===== src/rtl/reset_clock_pkg.sv =====
// Shared definitions for the reset/clock-enable sequencer: FSM encoding and
// the width helper for the divisor channel select.
package reset_clock_pkg;

  typedef enum logic [1:0] {
    ST_POWERUP = 2'd0,
    ST_RELEASE = 2'd1,
    ST_RUN     = 2'd2
  } seq_state_t;

  // One code point beyond the last channel is always representable, so an
  // out-of-range select can reach the block and be rejected there.
  function automatic int sel_width(input int channels);
    return $clog2(channels + 1);
  endfunction

endpackage


===== src/rtl/clock_enable_divider.sv =====
// One tick channel: emits a one-cycle tick every (div+1) cycles while released,
// and holds its own divisor register.
module clock_enable_divider #(
  parameter int DIV_WIDTH = 8,
  parameter int DIV_INIT  = 0
) (
  input  logic                 clk,
  input  logic                 rst,
  input  logic                 hold,
  input  logic                 load,
  input  logic [DIV_WIDTH-1:0] div,
  output logic                 tick
);

  logic [DIV_WIDTH-1:0] div_q, div_d;
  logic [DIV_WIDTH-1:0] cnt_q, cnt_d;
  logic                 tick_q, tick_d;

  // A load is stored even while held, so a write alongside a sequence restart
  // is not lost; the count restarts from zero on either hold or load.
  always_comb begin
    div_d  = load ? div : div_q;
    cnt_d  = cnt_q;
    tick_d = 1'b0;
    if (hold || load) begin
      cnt_d = '0;
    end else if (cnt_q == div_q) begin
      cnt_d  = '0;
      tick_d = 1'b1;
    end else begin
      cnt_d = cnt_q + 1'b1;
    end
  end

  always_ff @(posedge clk or negedge rst) begin
    if (!rst) begin
      div_q  <= DIV_WIDTH'(DIV_INIT);
      cnt_q  <= '0;
      tick_q <= 1'b0;
    end else begin
      div_q  <= div_d;
      cnt_q  <= cnt_d;
      tick_q <= tick_d;
    end
  end

  assign tick = tick_q;

endmodule


===== src/rtl/reset_clock_sequencer.sv =====
// Power-up reset sequencer: holds all channels in reset, releases them in index
// order spaced by a fixed gap, then reports ready; drives one tick divider per channel.
module reset_clock_sequencer
  import reset_clock_pkg::*;
#(
  parameter int  CHANNELS       = 4,
  parameter int  CNT_WIDTH      = 24,
  parameter int  POWERUP_CYCLES = 6777216,
  parameter int  STAGE_GAP      = 16,
  parameter int  DIV_WIDTH      = 8,
  parameter int  DIV_INIT       = 0,
  localparam int SEL_W          = sel_width(CHANNELS)
) (
  input  logic                 clk,
  input  logic                 rst,
  input  logic                 soft_rst,
  input  logic                 div_we,
  input  logic [SEL_W-1:0]     div_sel,
  input  logic [DIV_WIDTH-1:0] div_value,
  output logic [CHANNELS-1:0]  ch_rst,
  output logic [CHANNELS-1:0]  ch_tick,
  output logic                 ready,
  output logic [1:0]           dbg_state
);

  // div_we is a single-cycle write strobe with no back-pressure: every cycle it
  // is high, div_value is taken for div_sel. ready is a status level, not a handshake.

  localparam logic [CNT_WIDTH-1:0] PU_END  = CNT_WIDTH'(POWERUP_CYCLES);
  localparam logic [CNT_WIDTH-1:0] GAP_END = CNT_WIDTH'(STAGE_GAP - 1);

  if (longint'(POWERUP_CYCLES) >= (longint'(1) << CNT_WIDTH) || POWERUP_CYCLES < 1) begin : g_bad_powerup
    $error("POWERUP_CYCLES does not fit in CNT_WIDTH");
  end
  if (STAGE_GAP < 1 || CHANNELS < 1 || CHANNELS > 16) begin : g_bad_shape
    $error("STAGE_GAP must be >= 1 and CHANNELS in 1..16");
  end

  seq_state_t            state_q, state_d;
  logic [CNT_WIDTH-1:0]  cnt_q, cnt_d;
  logic [CHANNELS-1:0]   ch_rst_q, ch_rst_d, ch_rst_shift;
  logic                  ready_q, ready_d;
  logic                  stage_done;

  // Shifting a zero in from the bottom releases channels strictly in index order.
  always_comb begin
    state_d      = state_q;
    cnt_d        = cnt_q;
    ch_rst_d     = ch_rst_q;
    ready_d      = ready_q;
    ch_rst_shift = ch_rst_q << 1;
    stage_done   = (state_q == ST_POWERUP) ? (cnt_q == PU_END) : (cnt_q == GAP_END);
    if (soft_rst) begin
      state_d  = ST_POWERUP;
      cnt_d    = '0;
      ch_rst_d = '1;
      ready_d  = 1'b0;
    end else begin
      case (state_q)
        ST_POWERUP, ST_RELEASE: begin
          if (stage_done) begin
            cnt_d    = '0;
            ch_rst_d = ch_rst_shift;
            if (ch_rst_shift == '0) begin
              state_d = ST_RUN;
              ready_d = 1'b1;
            end else begin
              state_d = ST_RELEASE;
            end
          end else begin
            cnt_d = cnt_q + 1'b1;
          end
        end
        ST_RUN: ready_d = 1'b1;
        default: begin
          state_d  = ST_POWERUP;
          cnt_d    = '0;
          ch_rst_d = '1;
          ready_d  = 1'b0;
        end
      endcase
    end
  end

  always_ff @(posedge clk or negedge rst) begin
    if (!rst) begin
      state_q  <= ST_POWERUP;
      cnt_q    <= '0;
      ch_rst_q <= '1;
      ready_q  <= 1'b0;
    end else begin
      state_q  <= state_d;
      cnt_q    <= cnt_d;
      ch_rst_q <= ch_rst_d;
      ready_q  <= ready_d;
    end
  end

  // soft_rst joins the hold so ticks stop on the same edge the resets reassert.
  for (genvar k = 0; k < CHANNELS; k++) begin : g_ch
    clock_enable_divider #(
      .DIV_WIDTH (DIV_WIDTH),
      .DIV_INIT  (DIV_INIT)
    ) u_div (
      .clk  (clk),
      .rst  (rst),
      .hold (ch_rst_q[k] | soft_rst),
      .load (div_we && (div_sel == SEL_W'(k))),
      .div  (div_value),
      .tick (ch_tick[k])
    );
  end

  assign ch_rst    = ch_rst_q;
  assign ready     = ready_q;
  assign dbg_state = state_q;

endmodule

===== config.mk =====
export PLATFORM = sky130hd
export DESIGN_NAME = reset_clock_sequencer
export DESIGN_NICKNAME = d
export VERILOG_FILES = /design/src/rtl/reset_clock_pkg.sv /design/src/rtl/clock_enable_divider.sv /design/src/rtl/reset_clock_sequencer.sv
export SDC_FILE = /design/constraint.sdc
export NUM_CORES = 1
export LEC_CHECK = 0
export CORE_MARGIN = 4
export CORE_UTILIZATION = 50
export CTS_BUF_LIST = sky130_fd_sc_hd__clkbuf_8
export DETAILED_ROUTE_END_ITERATION = 8
export GPL_TIMING_DRIVEN = 0
export PLACE_DENSITY = 0.79
export SLEW_MARGIN = 40
export SYNTH_ARGS = -nofsm -noshare
export SYNTH_HDL_FRONTEND = slang
export SYNTH_HIERARCHICAL = 1
export SYNTH_SLANG_ARGS = --single-unit

===== constraint.sdc =====
create_clock -name clk -period 1.75 [get_ports clk]
set_input_delay 0.2625 -clock clk [delete_from_list [all_inputs] [get_ports clk]]
set_output_delay 0.2625 -clock clk [all_outputs]
set_load 0.01 [all_outputs]

==> flow_metrics.py, run 1 <==
metrics = {
    "final_layout": {
        "fin_area_mm2": 0.00613,
        "post-route-util_pct": 61.8,
        "ff_latch_area_mm2": 0.00248,
        "diodes": 0,
        "drive_gt1_share_pct": 28.5,
        "nFillCells": 800,
        "fin_nets": 523,
        "syn_to_final_growth_pct": 18.8,
        "final_cells": 641,
        "multi_input_area_mm2": 0.00269,
    },
    "route": {
        "ant_nets": 0,
        "drc": 0,
        "met1_length_mm": 4.85,
        "wl_per_cell_um": 17.8,
        "highest_layer": "met4",
        "viasPerCell": 5.92,
        "wl_met3_um": 451,
        "met2_wirelength_mm": 5.88,
        "wirelength_mm": 11.4,
        "vias": 3792,
        "drt_pass1_iterations": 4,
        "drt_iter0_drc": 208,
    },
    "synth": {
        "synth_commonest_cells": "dfrtp_1 (95), xor2_1 (57), mux2_2 (32)",
        "ys_types": 47,
        "synth.area.top_cells": "dfrtp_1 (46%), xor2_1 (9.7%), mux2_2 (7.0%)",
        "syn_inst": 455,
        "ys_seq_area_share_pct": 48.1,
        "yosys_register_bits": 99,
        "ys_warn_count": 6,
        "synth_area_leader_cell": "dfrtp_1",
        "synth-edff-count": 0,
        "syn-cell-area_mm2": 0.00516,
        "synth_most_common_cell": "dfrtp_1",
        "syn_nets": 475,
        "synth-async-reset-ratio_pct": 100,
        "yosysTopAreaCellShare_pct": 46.1,
        "synth_top_flop_cell": "dfrtp_1",
        "avgSynthCellArea_um2": 11.3,
    },
    "grt": {
        "grt_pass1_vias": 3968,
        "antenna_found_initial": 0,
        "grt_remaining_overflow": 0,
        "grt_pass1_wl_mm": 19.2,
        "gr-usage-all-layers_pct": 20.3,
        "grt_max_degree": 62,
    },
    "die": {
        "io_pins": 26,
        "start_util_pct": 52.0,
        "num_rows": 36,
        "die-area_mm2": 0.0120,
        "core_area_mm2": 0.00991,
        "die_h_um": 110,
        "die-width_um": 110,
    },
    "run_status": {
        "failed_checks": "setup timing",
        "status": "finished, violations left",
    },
    "placed_design": {
        "dpl-instance-area_mm2": 0.00561,
        "port_buffers": 25,
        "gp_congestion": 0.863,
        "dp_cells": 614,
        "dp_hpwl_mm": 7.48,
    },
    "hold_path": {
        "hold_class": "in2async",
    },
    "sta": {
        "worst_pin_slew_ns": 0.610,
        "slew_viol_final": 0,
        "min_period_ns": 1.85,
        "grt_setup_unrepaired": "yes",
        "finClkSkew_ns": 0.0225,
        "fin_tns_setup_ns": -1.82,
        "post-route-period-util_pct": 106,
        "setup_viol": 27,
        "hold_violations": 0,
        "slew_headroom_pct": 59.0,
        "fmaxAchievable_ghz": 0.539,
        "fin_ws_ns": -0.105,
    },
    "clocking": {
        "clockRootBuffer": "clkbuf_8",
        "cts_inserted_buffers": 9,
        "h-tree-depth": 3,
        "path_clk_slew_ns": 0.12,
        "clockBufferDepth": 2,
        "clk_latency_ns": 0.38,
        "clkSinkCount": 99,
        "cts_tree": "done",
    },
    "run": {
        "cap_violations": 0,
    },
    "critical_path": {
        "cp-start-kind": "flop",
        "crit_chain": "or3_4 > nor4_4 > o2111ai_4 > nor4b_1 > nor3_2",
        "required_ns": 2.03,
        "critPathKind": "reg2reg",
        "max_stage_delay_ns": 0.50,
        "cp-end-kind": "flop",
        "crit_arrival_ns": 2.14,
        "crit_path_top_delay_cell": "nor4b_1",
        "worst-path-max-fanout": 3,
    },
    "power_and_ir_drop": {
        "p_per_area_mw_per_mm2": 790,
        "peakVddDrop_uv": 454,
        "total_power_w": 0.00484,
        "p_leak_nw": 2.46,
    },
}
==> per-layer routing <==
| metal | global-route usage (%) | up-vias |
|---|---|---|
| met4 | 5.16 | 0 |
| met1 | 25.6 | 1906 |
| met2 | 35.4 | 94 |
| li1 | - | 1768 |
| met3 | 4.29 | 24 |
| met5 | 0 | - |
==> cell type report <==
class / instances / share of cell area (%)
Inverter: 4 / 0.245
Multi-Input combinational cell: 328 / 44.0
Timing Repair Buffer: 42 / 6.66
Buffer: 19 / 2.33
Tap cell: 133 / 2.72
Sequential cell: 99 / 40.5
Clock buffer: 9 / 2.02
Clock inverter: 7 / 1.53
==> power by group <==
part	switching [W]	internal (W)	leakage (nW)	total (W)
registers	0.000128	0.00246	1.30	0.00258
clock network	0.000888	0.000701	0.107	0.00159
logic	0.000369	0.000300	1.05	0.000669
total	0.00139	0.00346	2.46	0.00484
==> timing repair <==
action,in CTS,in global routing
pin swaps,5,8
gates resized for setup,30,26
hold buffers,1,0
cloned,1,0
setup buffers,8,6
endpoints found under the setup margin,54,61
endpoints found under the hold margin,38,0
==> worst max-delay path, delay by kind of cell, from the launching register on <==
family / cells / cell delay [ns]
simple gates: 4 / 1.18
flops: 1 / 0.41
compound gates: 1 / 0.18
==> worst paths after layout <==
path / startpoint / end / slack, ns / cells past startpoint
worst min-delay path: rst / g_ch[3].u_div/div_q[3]$_DFFE_PN0P_ / 0.35 / 2
worst max register to register: cnt_q[14]$_DFFE_PN0P_ / ch_rst[1]$_DFFE_PN1P_ / -0.10 / 5
worst max-delay path: cnt_q[14]$_DFFE_PN0P_ / ch_rst[1]$_DFFE_PN1P_ / -0.10 / 5
worst min register to register: g_ch[2].u_div/div_q[3]$_DFFE_PN0P_ / g_ch[2].u_div/div_q[3]$_DFFE_PN0P_ / 0.54 / 1
max in group asynchronous: rst / ch_rst[2]$_DFFE_PN1P_ / 0.74 / 3
min in group clk: g_ch[2].u_div/div_q[3]$_DFFE_PN0P_ / g_ch[2].u_div/div_q[3]$_DFFE_PN0P_ / 0.54 / 1
==> kinds of logic (layout without fill, tap and decap cells) <==
family | after synthesis | after routing | share of synthesized area [%]
compound gates | 81 | 81 | 10.8
xor+xnor | 65 | 65 | 11.0
fa+ha+maj | 5 | 5 | 1.21
buf+inv | 28 | 81 | 3.11
flops | 99 | 99 | 48.1
mux | 33 | 33 | 7.18
simple gates | 144 | 144 | 18.5
==> placed cells by master, fill, tap and decap left out, types with 2 or more instances in the layout <==
cell type / Yosys / final
and3b_1: 2 / 2
or3_1: 16 / 16
xnor2_1: 8 / 8
a221oi_2: 0 / 3
dfrtp_1: 95 / 93
nor3_2: 0 / 3
dfstp_2: 4 / 4
nor4_2: 0 / 2
a221oi_1: 13 / 10
nor3_1: 9 / 6
nor4_4: 10 / 11
nor2_1: 14 / 14
xor2_1: 57 / 57
clkdlybuf4s50_1: 0 / 20
inv_8: 0 / 2
nor3b_2: 0 / 2
buf_6: 6 / 9
and3_1: 9 / 9
or2_2: 8 / 8
clkbuf_2: 1 / 4
buf_2: 7 / 5
nand3_1: 23 / 22
buf_4: 0 / 15
ha_1: 5 / 5
a211oi_1: 20 / 15
mux2_2: 32 / 32
a211oi_2: 0 / 5
inv_1: 4 / 4
dlygate4sd2_1: 0 / 4
a21oi_2: 3 / 9
a21oi_1: 21 / 15
nand4_1: 15 / 15
o21ai_0: 14 / 14
and4_1: 4 / 4
clkbuf_8: 0 / 9
dfrtp_2: 0 / 2
nand2_1: 21 / 20
==> sequential cells by signal, summed over array words and instances (netlist names) <==
name and flops:
g_ch.u_div/cnt_q 32, g_ch.u_div/div_q 32, g_ch.u_div/tick 4, dbg_state 2
ready 1, ch_rst 4, cnt_q 24
==> stage by stage <==
| step | hold WS, ns | setup WS, ns |
|---|---|---|
| after floorplan | -0.0331 | 0.00533 |
| after global placement | 0.512 | -3.13 |
| after detailed placement | 0.159 | -0.457 |
| after CTS | 0.350 | -0.0975 |
| after global routing | 0.363 | -0.174 |
| final | 0.351 | -0.105 |
No activity file was read; power rests on OpenSTA's default activity.
==> inputs of run 2 (changes only) <==
--- a/config.mk
+++ b/config.mk
@@ -11,6 +11,7 @@
 export DETAILED_ROUTE_END_ITERATION = 8
 export GPL_TIMING_DRIVEN = 0
 export PLACE_DENSITY = 0.79
+export SKIP_LAST_GASP = 1
 export SLEW_MARGIN = 40
 export SYNTH_ARGS = -nofsm -noshare
 export SYNTH_HDL_FRONTEND = slang
==> constraint.sdc (replaced) <==
create_clock -name clk -period 1.75 [get_ports clk]
set_input_delay 0.35 -clock clk [delete_from_list [all_inputs] [get_ports clk]]
set_output_delay 0.35 -clock clk [all_outputs]
set_load 0.01 [all_outputs]
==> run 2 against run 1 <==
  * The flow still finishes with violations (setup timing)
  * Critical path depth grew 1
  * Non-clock buffer count up 2
  * Utilization rose by 0.52 points
  * Final cell count increased by 0.31%
  * Sequential power is essentially flat
  * Combinational power grew 0.7%
  * Clock power about the same
  * Die area unchanged
  * First-iteration DRC count shrank 12%
  * Via count shrank 0.11%
  * Worst setup slack worse by 0.034 ns
  * Highest routed layer unchanged
==> flow_metrics.py, run 2 (same netlist as run 1, synthesis figures left out) <==
metrics = {
    "sta": {
        "slew_viol_final": 0,
        "min_period_ns": 1.89,
        "setup_viol": 30,
        "fin_tns_setup_ns": -2.48,
        "post-route-period-util_pct": 108,
        "fin_ws_ns": -0.139,
        "worst_hold_slack_ns": 0.438,
        "fmaxAchievable_ghz": 0.529,
        "finClkSkew_ns": 0.0213,
        "grt_setup_unrepaired": "yes",
        "worst_pin_slew_ns": 0.585,
        "hold_violations": 0,
        "slew_headroom_pct": 60.7,
    },
    "critical_path": {
        "critPathKind": "reg2reg",
        "crit_arrival_ns": 2.13,
        "worst-path-max-fanout": 6,
        "crit_chain": "or3_4 > nor4_4 > o2111ai_4 > o21ai_4 > buf_6 > a21oi_2",
        "cp.buffers_inverters": 1,
        "r2r-start": "cnt_q[14]$_DFFE_PN0P_",
        "setup.worst_path.start": "cnt_q[14]$_DFFE_PN0P_",
        "cp-start-kind": "flop",
        "max_stage_delay_ns": 0.40,
        "crit_path_top_delay_cell": "dfrtp_1",
        "r2r_cells": 6,
        "required_ns": 1.99,
        "cp.depth": 6,
        "cpLargestDelayFamily": "simple AND/OR/NAND/NOR gates",
        "cp-end-kind": "flop",
    },
    "grt": {
        "globalRouteMet1Util_pct": 25.6,
        "top_usage_layer": "met2",
        "grt_pass1_wl_mm": 19.5,
        "grt_remaining_overflow": 0,
        "grt_max_degree": 62,
        "grtUsageMet2_pct": 36.0,
        "gr-usage-all-layers_pct": 20.6,
        "grt_pass1_vias": 4040,
        "antenna_found_initial": 0,
        "grt_util_met3_pct": 4.23,
    },
    "clocking": {
        "clockRootBuffer": "clkbuf_8",
        "cts_tree": "done",
        "cts_inserted_buffers": 9,
        "clk_latency_ns": 0.38,
        "clockBufferDepth": 2,
        "h-tree-depth": 3,
        "path_clk_slew_ns": 0.12,
        "clkSinkCount": 99,
    },
    "die": {
        "die_h_um": 110,
        "start_util_pct": 52.0,
        "num_rows": 36,
        "core_area_mm2": 0.00991,
        "die-area_mm2": 0.0120,
        "io_pins": 26,
        "die-width_um": 110,
    },
    "final_layout": {
        "mostFrequentLayoutCell": "dfrtp_1",
        "final_cell_mix": "dfrtp_1 (93), xor2_1 (57), mux2_2 (32), nand3_1 (22), a21oi_2 (21)",
        "fin_nets": 525,
        "multi_input_area_mm2": 0.00272,
        "nFillCells": 783,
        "drive_gt1_share_pct": 30.4,
        "syn_to_final_growth_pct": 19.8,
        "post-route-util_pct": 62.4,
        "diodes": 0,
        "largestRegisters": "g_ch.u_div/cnt_q: 32 flops, g_ch.u_div/div_q: 32 flops, cnt_q: 24 flops",
        "ff_latch_area_mm2": 0.00248,
    },
    "route": {
        "drt_iter0_drc": 183,
        "drt_pass1_iterations": 4,
        "drc": 0,
        "ant_nets": 0,
        "vias": 3788,
        "viasPerCell": 5.89,
        "wirelength_mm": 11.6,
        "wl_per_cell_um": 18.0,
    },
    "power_and_ir_drop": {
        "pwr-share-seq_pct": 53.3,
        "peakVddDrop_uv": 420,
        "comb_power_share_pct": 13.9,
        "p_sw_share_pct": 28.6,
        "power.share.clock_pct": 32.8,
        "intPower_w": 0.00346,
        "p_leak_nw": 2.50,
        "switching_power_w": 0.00139,
        "p_per_area_mw_per_mm2": 784,
    },
    "run_status": {
        "status": "finished, violations left",
        "failed_checks": "setup timing",
    },
    "placed_design": {
        "port_buffers": 25,
        "gp_congestion": 0.863,
        "dp_hpwl_mm": 7.48,
    },
    "hold_path": {
        "hold_class": "in2async",
    },
    "run": {
        "cap_violations": 0,
    },
}
-- run 2: cell type report --
type / instances / share of cell area, %
clock buffer: 9 / 2.00
clock inverter: 7 / 1.52
timing repair buffer: 45 / 7.17
inverter: 4 / 0.243
buffer: 18 / 2.23
multi-input combinational: 328 / 43.9
sequential: 99 / 40.2
tap: 133 / 2.69
-- run 2: power groups by stage --
stage	Sequential (W)	Clock [W]	Combinational [W]
6_report	0.00258	0.00159	0.000674
5_1_grt	0.00260	0.00172	0.000732
4_1_cts	0.00258	0.00162	0.000672
3_5_place_dp	0.00263	0	0.000648
3_3_place_gp	0.00262	0	0.000607
2_1_floorplan	0.00259	0	0.000474
-- run 2: worst paths after layout --
kind / endpoint / slack [ns]
min: g_ch[3].u_div/div_q[3]$_DFFE_PN0P_ / 0.44
min in group clk: g_ch[2].u_div/div_q[3]$_DFFE_PN0P_ / 0.54
max in group asynchronous: ch_rst[2]$_DFFE_PN1P_ / 0.66
max reg2reg: cnt_q[22]$_DFFE_PN0P_ / -0.14
max: cnt_q[22]$_DFFE_PN0P_ / -0.14
min reg2reg: g_ch[2].u_div/div_q[3]$_DFFE_PN0P_ / 0.54
-- run 2: through the flow --
stage | area (um^2) | total power [W] | setup WS [ns] | cells
after floorplan | 5160 | 0.00306 | 0.00533 | 455
after global placement | 5580 | 0.00323 | -3.22 | 613
after detailed placement | 5610 | 0.00328 | -0.545 | 614
after CTS | 6080 | 0.00487 | -0.124 | 639
after global routing | 6180 | 0.00505 | -0.227 | 643
final | 6180 | 0.00485 | -0.139 | 643
-- run 2: repair_timing --
| item | 4_1_cts | 5_1_grt |
|---|---|---|
| endpoints found under the hold margin | 38 | 0 |
| resized for setup | 47 | 17 |
| pin swaps | 22 | 10 |
| setup buffers | 11 | 5 |
| gates cloned | 2 | 0 |
| hold buffers | 1 | 0 |
| setup endpoints to repair | 66 | 35 |
-- run 2: layer usage --
| metal | vias up | share of wire, % |
|---|---|---|
| met5 | - | 0 |
| met4 | 0 | 2.0 |
| met3 | 24 | 4.1 |
| met2 | 104 | 51 |
| met1 | 1892 | 42 |
| li1 | 1768 | - |
==> inputs of run 3 (changes only) <==
--- a/config.mk
+++ b/config.mk
@@ -17,3 +17,4 @@
 export SYNTH_HDL_FRONTEND = slang
 export SYNTH_HIERARCHICAL = 1
 export SYNTH_SLANG_ARGS = --single-unit
+export TNS_END_PERCENT = 20
==> run 3 against run 2 <==
  * The flow still finishes with violations (setup timing)
  * Sequential power about the same
  * Clock skew grew 0.0032 ns
  * Highest routed layer unchanged
  * Die area is the same
  * Worst setup slack got worse by 0.069 ns
  * Final cell count fell by 0.78%
==> flow_metrics.py, run 3 (same netlist as run 1, synthesis figures left out) <==
metrics = {
    "power_and_ir_drop": {
        "p_leak_nw": 2.44,
        "comb_power_share_pct": 13.8,
        "p_per_area_mw_per_mm2": 798,
        "switching_power_w": 0.00138,
        "pwr-share-seq_pct": 53.4,
        "intPower_w": 0.00346,
        "power.share.clock_pct": 32.8,
        "p_sw_share_pct": 28.5,
        "peakVddDrop_uv": 455,
    },
    "clocking": {
        "cts_tree": "done",
        "clockRootBuffer": "clkbuf_8",
        "cts_inserted_buffers": 9,
        "path_clk_slew_ns": 0.12,
        "clockBufferDepth": 2,
        "clk_latency_ns": 0.38,
        "clkSinkCount": 99,
        "h-tree-depth": 3,
    },
    "critical_path": {
        "r2r-start": "cnt_q[3]$_DFFE_PN0P_",
        "crit_chain": "clkbuf_2 > nor3_1 > and4b_2 > o2111ai_4 > o21ai_4 > buf_6 > a21oi_1",
        "required_ns": 1.98,
        "worst-path-max-fanout": 7,
        "crit_path_top_delay_cell": "dfrtp_1",
        "rr_endpoint": "cnt_q[22]$_DFFE_PN0P_",
        "crit_arrival_ns": 2.19,
        "max_stage_delay_ns": 0.40,
        "r2r_cells": 7,
        "r2r_slack_ns": -0.21,
        "cp-start-kind": "flop",
        "critPathKind": "reg2reg",
        "cp-end-kind": "flop",
    },
    "final_layout": {
        "final_cell_mix": "dfrtp_1 (93), xor2_1 (57), mux2_2 (32), clkdlybuf4s50_1 (24), nand3_1 (23)",
        "syn_to_final_growth_pct": 17.5,
        "largestRegisters": "g_ch.u_div/cnt_q: 32 flops, g_ch.u_div/div_q: 32 flops, cnt_q: 24 flops",
        "mostFrequentLayoutCell": "dfrtp_1",
        "fin_nets": 520,
        "diodes": 0,
        "drive_gt1_share_pct": 26.7,
        "nFillCells": 799,
    },
    "sta": {
        "post-route-period-util_pct": 112,
        "setup_viol": 42,
        "worst_hold_slack_ns": 0.439,
        "min_period_ns": 1.96,
        "grt_setup_unrepaired": "yes",
        "worst_pin_slew_ns": 0.594,
        "finClkSkew_ns": 0.0245,
        "slew_viol_final": 0,
        "fin_ws_ns": -0.208,
        "fmaxAchievable_ghz": 0.511,
        "slew_headroom_pct": 60.1,
        "hold_violations": 0,
    },
    "die": {
        "die-width_um": 110,
        "core_area_mm2": 0.00991,
        "die-area_mm2": 0.0120,
        "die_h_um": 110,
        "num_rows": 36,
        "io_pins": 26,
        "start_util_pct": 52.0,
    },
    "grt": {
        "grt_max_degree": 62,
        "grt_remaining_overflow": 0,
        "grt_pass1_wl_mm": 19.3,
        "antenna_found_initial": 0,
        "grt_pass1_vias": 3976,
        "gr-usage-all-layers_pct": 20.5,
    },
    "placed_design": {
        "port_buffers": 25,
        "dp_hpwl_mm": 7.48,
        "gp_congestion": 0.863,
        "dp_slack_ns": -0.545,
    },
    "route": {
        "drt_iter0_drc": 234,
        "viasPerCell": 5.97,
        "wl_per_cell_um": 18.0,
        "wirelength_mm": 11.5,
        "ant_nets": 0,
        "vias": 3807,
        "drc": 0,
        "drt_pass1_iterations": 4,
    },
    "run_status": {
        "status": "finished, violations left",
        "failed_checks": "setup timing",
    },
    "run": {
        "cap_violations": 0,
    },
    "hold_path": {
        "hold_class": "in2async",
    },
}
## run 3: area by class of cell
type	count	area, um^2	share of cell area (%)
clock inverter	7	93.8	1.55
inverter	4	15.0	0.248
timing repair buffer	38	383	6.32
clock buffer	9	124	2.04
sequential	99	2480	41.0
tap	133	166	2.75
buffer	20	143	2.35
multi-input combinational	328	2650	43.7
## run 3: metal layers
metal,global-route usage (%),wire [um]
met5,0,0
met1,25.4,4770
met4,4.99,193
met2,36.3,5970
met3,4.40,516
## run 3: what timing repair did
| item | in CTS | in global routing |
|---|---|---|
| setup endpoints to repair | 66 | 76 |
| pin swaps | 11 | 6 |
| hold buffers | 1 | 0 |
| gates cloned | 2 | 0 |
| endpoints found under the hold margin | 38 | 0 |
| resized for setup | 27 | 16 |
| setup buffers | 9 | 0 |
## run 3: worst max path at each step
stage                                  start                               end  slack (ns)  depth (start not counted)
global placement                         rst                 ready$_DFFE_PN0P_       -3.22                          1
finish                  cnt_q[3]$_DFFE_PN0P_             cnt_q[22]$_DFFE_PN0P_       -0.21                          7
detailed placement                  soft_rst  g_ch[3].u_div/cnt_q[7]$_DFF_PN0_       -0.54                          6
CTS                                 soft_rst  g_ch[3].u_div/cnt_q[7]$_DFF_PN0_       -0.15                          6
floorplan           dbg_state[1]$_DFFE_PN0P_             cnt_q[10]$_DFFE_PN0P_       0.005                          7
global route           cnt_q[14]$_DFFE_PN0P_             cnt_q[22]$_DFFE_PN0P_       -0.26                          6
## run 3: metrics by stage
step	utilization (%)	TNS [ns]	cell area, um^2	cells	total power [W]
after floorplan	-	0	5160	455	0.00306
after global placement	56.3	-341.18	5580	613	0.00323
after detailed placement	56.6	-31.00	5610	614	0.00328
after CTS	60.8	-5.86	6030	641	0.00487
after global routing	61.2	-8.18	6060	638	0.00505
final	61.2	-4.93	6060	638	0.00484
## run 3: worst max-delay path, delay by kind of cell, from the launching register on
family	cells	cell delay (ns)
AOI/OAI and AO/OA	3	0.60
and+or+nand+nor	2	0.46
DFF	1	0.40
buffers and inverters	2	0.34
## run 3: power groups by stage
stage	clock network [W]	registers [W]	logic, W
6_report	0.00159	0.00258	0.000669
5_1_grt	0.00172	0.00260	0.000727
4_1_cts	0.00162	0.00258	0.000666
3_5_place_dp	0	0.00263	0.000648
3_3_place_gp	0	0.00262	0.000607
2_1_floorplan	0	0.00259	0.000474
==> RTL edit 1, RTL diff (config.mk and constraints of run 1) <==
Change the parameter `CNT_WIDTH` from 24 to 48.
--- a/src/rtl/reset_clock_sequencer.sv
+++ b/src/rtl/reset_clock_sequencer.sv
@@ -6,3 +6,3 @@
   parameter int  CHANNELS       = 4,
-  parameter int  CNT_WIDTH      = 24,
+  parameter int  CNT_WIDTH      = 48,
   parameter int  POWERUP_CYCLES = 6777216,
Check against the original RTL: same outputs for any inputs over 10 cycles, from zero or initial values and one cycle with rst low; that may be too few to reach the edited logic, so the function may still have changed.
==> RTL edit 1 against run 1 <==
The run still ends with negative setup slack left. Non-clock buffer count increased by 38. Hold slack got worse by 0.021 ns. Sequential cell count rose by 24. Final area is 39% higher. Global-route usage grew 2.6 points. Area after synthesis grew 29%. Sequential power grew 22%. Wire length up 54%. Count of clock-buffer cells in the layout up 8. Worst setup slack lost 0.52 ns. First-iteration DRC count grew 150%. Power is 32% higher.
==> RTL edit 1: results (changes against run 1) <==
# fillers=897 (was 800); met1 GRT Util=0.280 (was 0.256); worst setup margin=-0.626 ns (was -0.105 ns); DP Cell Count=843 (was 614); pre-CTS setup slack=-0.899 ns (was -0.457 ns); mux contribution to synthesized area=0.0572 (was 0.0718); routing usage on met2=0.386 (was 0.354); Max VDD drop=573 uV (was 454 uV); RR Startpoint=cnt_q[13] (was cnt_q[14]); XOR/XNOR share of the synthesized area=0.0948 (was 0.110); layout cells sized above 1=0.355 (was 0.285); area fraction in compound gates after synthesis=0.0916 (was 0.108); Final clock-cell share=0.0453 (was 0.0355); global-route wire length before repair=27,300 um (was 19,200 um); syn_nets=665 (was 475); Data buffer area share=0.115 (was 0.0898); setup TNS=-27.53 ns (was -1.82 ns); sequential cells=123 (was 99); largest net degree at the start of global routing=67 (was 62); area of the multi-input gates=3780 um2 (was 2690 um2); Clk pin slew, worst setup/hold paths=0.08 ns (was 0.12 ns); sequential share of cell area=0.365 (was 0.405); crit path DAT=2.76 ns (was 2.14 ns); Met1 Wirelength=6970 um (was 4850 um); Area after DPL=7210 um2 (was 5610 um2); routed wl met3=1040 um (was 451 um); Final GP Congestion=0.926 (was 0.863); Non-clk invs=12 (was 4); Netlist cell types=59 (was 47); LEAKAGE=0.00341 uW (was 0.00246 uW); met3 Usage GRT=0.0517 (was 0.0429); placed wire-length estimate=10,800 um (was 7480 um); crit path capture=ready (was ch_rst[1]); Setup violations, final=52 (was 27); Post-CTS Setup Bufs=33 (was 8); Fin Hold WS=0.330 ns (was 0.351 ns); Initial DRT Pass Iterations=5 (was 4); status=complete, but fails checks (unchanged); Synth Instances=645 (was 455); met2 WL=8970 um (was 5880 um); DIE AREA=15,200 um2 (was 12,000 um2); Clock Latency Late Sink=0.44 ns (was 0.38 ns); crit-path max FO=4 (was 3); Inserted Clock Buffers=17 (was 9); PostCTS Resize Cnt=53 (was 30); failing checks=negative setup slack (unchanged); Slowest-stage cell, CP=or4_1 (was nor4b_1); post-synthesis adder-cell area fraction=0.00940 (was 0.0121); dominant cells by area after synthesis=dfrtp_1 45%, xor2_1 7.0%, mux2_2 5.4% (was dfrtp_1 46%, xor2_1 9.7%, mux2_2 7.0%); multi-input gates=477 (was 328); setup skew after layout=0.0112 ns (was 0.0225 ns); register area share after synthesis=0.463 (was 0.481)
## RTL edit 1: cell count changes in the layout (fill, tap and decap cells not counted), moves of 14 or more
| cell | before | now |
|---|---|---|
| nor4_1 | 0 | 14 |
| nor2_2 | 0 | 15 |
| nor2_4 | 1 | 17 |
| dfrtp_2 | 2 | 20 |
| buf_4 | 15 | 34 |
| nand2_1 | 20 | 48 |
## RTL edit 1: report_power, final
part / total (uW) / internal (uW) / switching (uW) / leakage [uW]
Combinational: 747 / 340 / 407 / 0.00161
Sequential: 3140 / 3010 / 133 / 0.00161
Clock: 2480 / 1260 / 1220 / 0.000191
## RTL edit 1: worst register-to-register path, cell delays in order, from the launching register on
cell	delay, ns
dfrtp_2	0.42
or4_1	0.52
mux2i_1	0.27
buf_4	0.18
o2111ai_2	0.10
or3_4	0.48
nor4_4	0.21
o31a_1	0.15
==> RTL edit 2, RTL diff (flow settings as in run 1) <==
Made on the original files. Reset style: synchronous (`rst`), changed in 2 clocked blocks.
--- a/src/rtl/clock_enable_divider.sv
+++ b/src/rtl/clock_enable_divider.sv
@@ -34,3 +34,3 @@
 
-  always_ff @(posedge clk or negedge rst) begin
+  always_ff @(posedge clk) begin
     if (!rst) begin
--- a/src/rtl/reset_clock_sequencer.sv
+++ b/src/rtl/reset_clock_sequencer.sv
@@ -84,3 +84,3 @@
 
-  always_ff @(posedge clk or negedge rst) begin
+  always_ff @(posedge clk) begin
     if (!rst) begin
Function: same outputs for any inputs over 10 cycles, from zero or initial values and one cycle with rst low; that may be too few to reach the edited logic, so the function may still have changed.
==> RTL edit 2 against run 1 <==
The run still ends with negative setup slack left. Area after synthesis decreased by 12%. Worst setup slack got worse by 0.55 ns. Wire length decreased by 13%. Core utilization decreased by 1.0 points. Sequential cell count unchanged. Final area decreased by 13%. Critical endpoint is now dbg_state[0]. Highest routed layer unchanged.
Power is not compared: it rests on default switching activity, and its combinational part moved more than twofold at a synthesized area within 25%.
==> RTL edit 2: results (changes against run 1) <==
met3 Usage GRT=0.0460 (was 0.0429); Netlist cell types=40 (was 47); Routed WL=9910 um (was 11,400 um); syn_nets=516 (was 475); routing usage on met2=0.318 (was 0.354); post-synthesis adder-cell area fraction=0.0139 (was 0.0121); failing checks=negative setup slack (unchanged); status=complete, but fails checks (unchanged); met2 WL=4870 um (was 5880 um); Top FF cell, synth=dfxtp_1 (was dfrtp_1); Setup violations, final=31 (was 27); pre-CTS setup slack=-0.741 ns (was -0.457 ns); min-delay worst type=input pin to flip-flop (was input pin to async pin); drt initial violations=146 (was 208); synth cell count leaders=99 x dfxtp_1, 85 x nor2_1, 57 x xor2_1 (was 95 x dfrtp_1, 57 x xor2_1, 32 x mux2_2); dominant cells by area after synthesis=dfxtp_1 44%, xor2_1 11%, mux2i_1 7.1% (was dfrtp_1 46%, xor2_1 9.7%, mux2_2 7.0%); met1 GRT Util=0.246 (was 0.256); gr usage total=0.194 (was 0.203); XOR/XNOR share of the synthesized area=0.138 (was 0.110); RR Startpoint=cnt_q[8] (was cnt_q[14]); nets@finish=560 (was 523); setup skew after layout=0.0106 ns (was 0.0225 ns); setup TNS=-16.35 ns (was -1.82 ns); Async S/R FF share, synth=0 (was 1.00); Clock Latency Late Sink=0.36 ns (was 0.38 ns); worst setup margin=-0.650 ns (was -0.105 ns); R2R Path End=dbg_state[0] (was ch_rst[1]); Slowest-stage cell, CP=or4_4 (was nor4b_1); Worst Max-Slew Pin Slew=0.546 ns (was 0.610 ns)
[RTL edit 2: cell count changes after synthesis, sizes merged, moves of 16 or more]
cell / delta
a211oi: -20
dfrtp: -95
dfxtp: +99
mux2: -29
mux2i: +31
nor2: +70
nor2b: +37
or3: -16
[RTL edit 2: worst max path at each step]
stage / from / endpoint / slack (ns) / cells past startpoint
6_report: cnt_q[8] / dbg_state[0] / -0.65 / 6
5_1_grt: cnt_q[8] / dbg_state[0] / -0.72 / 6
4_1_cts: cnt_q[11] / dbg_state[0] / -0.64 / 6
3_5_place_dp: cnt_q[11] / dbg_state[0] / -0.74 / 6
3_3_place_gp: rst / cnt_q[20] / -1.22 / 6
2_1_floorplan: cnt_q[8] / dbg_state[0] / -0.58 / 6
[RTL edit 2: timing repair]
item | 4_1_cts | 5_1_grt
setup endpoints to repair | 31 | 39
cloned | 1 | 0
buffers inserted | 6 | 2
hold endpoints to repair | 0 | 0
gates resized for setup | 14 | 15
pin swaps | 6 | 5
[RTL edit 2: where the power goes]
part           internal (uW)  switching, uW
Clock                   1240            779
Sequential              2270           19.7
Combinational            100           98.2
[RTL edit 2: cell type report]
class                           count  area, um2
Fill cell                         736       3440
Multi-Input combinational cell    379       2510
Inverter                            9       33.8
Tap cell                          108        135
Timing Repair Buffer               33        317
Clock inverter                      7        164
Clock buffer                        9        124
Sequential cell                    99       1990
Buffer                              9       53.8
[RTL edit 2: kinds of logic (layout without fill, tap and decap cells)]
group / after synthesis / in the layout
adder cells (fa/ha/maj): 5 / 5
buffers and inverters: 18 / 67
XOR/XNOR: 71 / 71
AND/OR/NAND/NOR: 231 / 231
flip-flops: 99 / 99
AO/OA/AOI/OAI: 37 / 37
multiplexers: 35 / 35
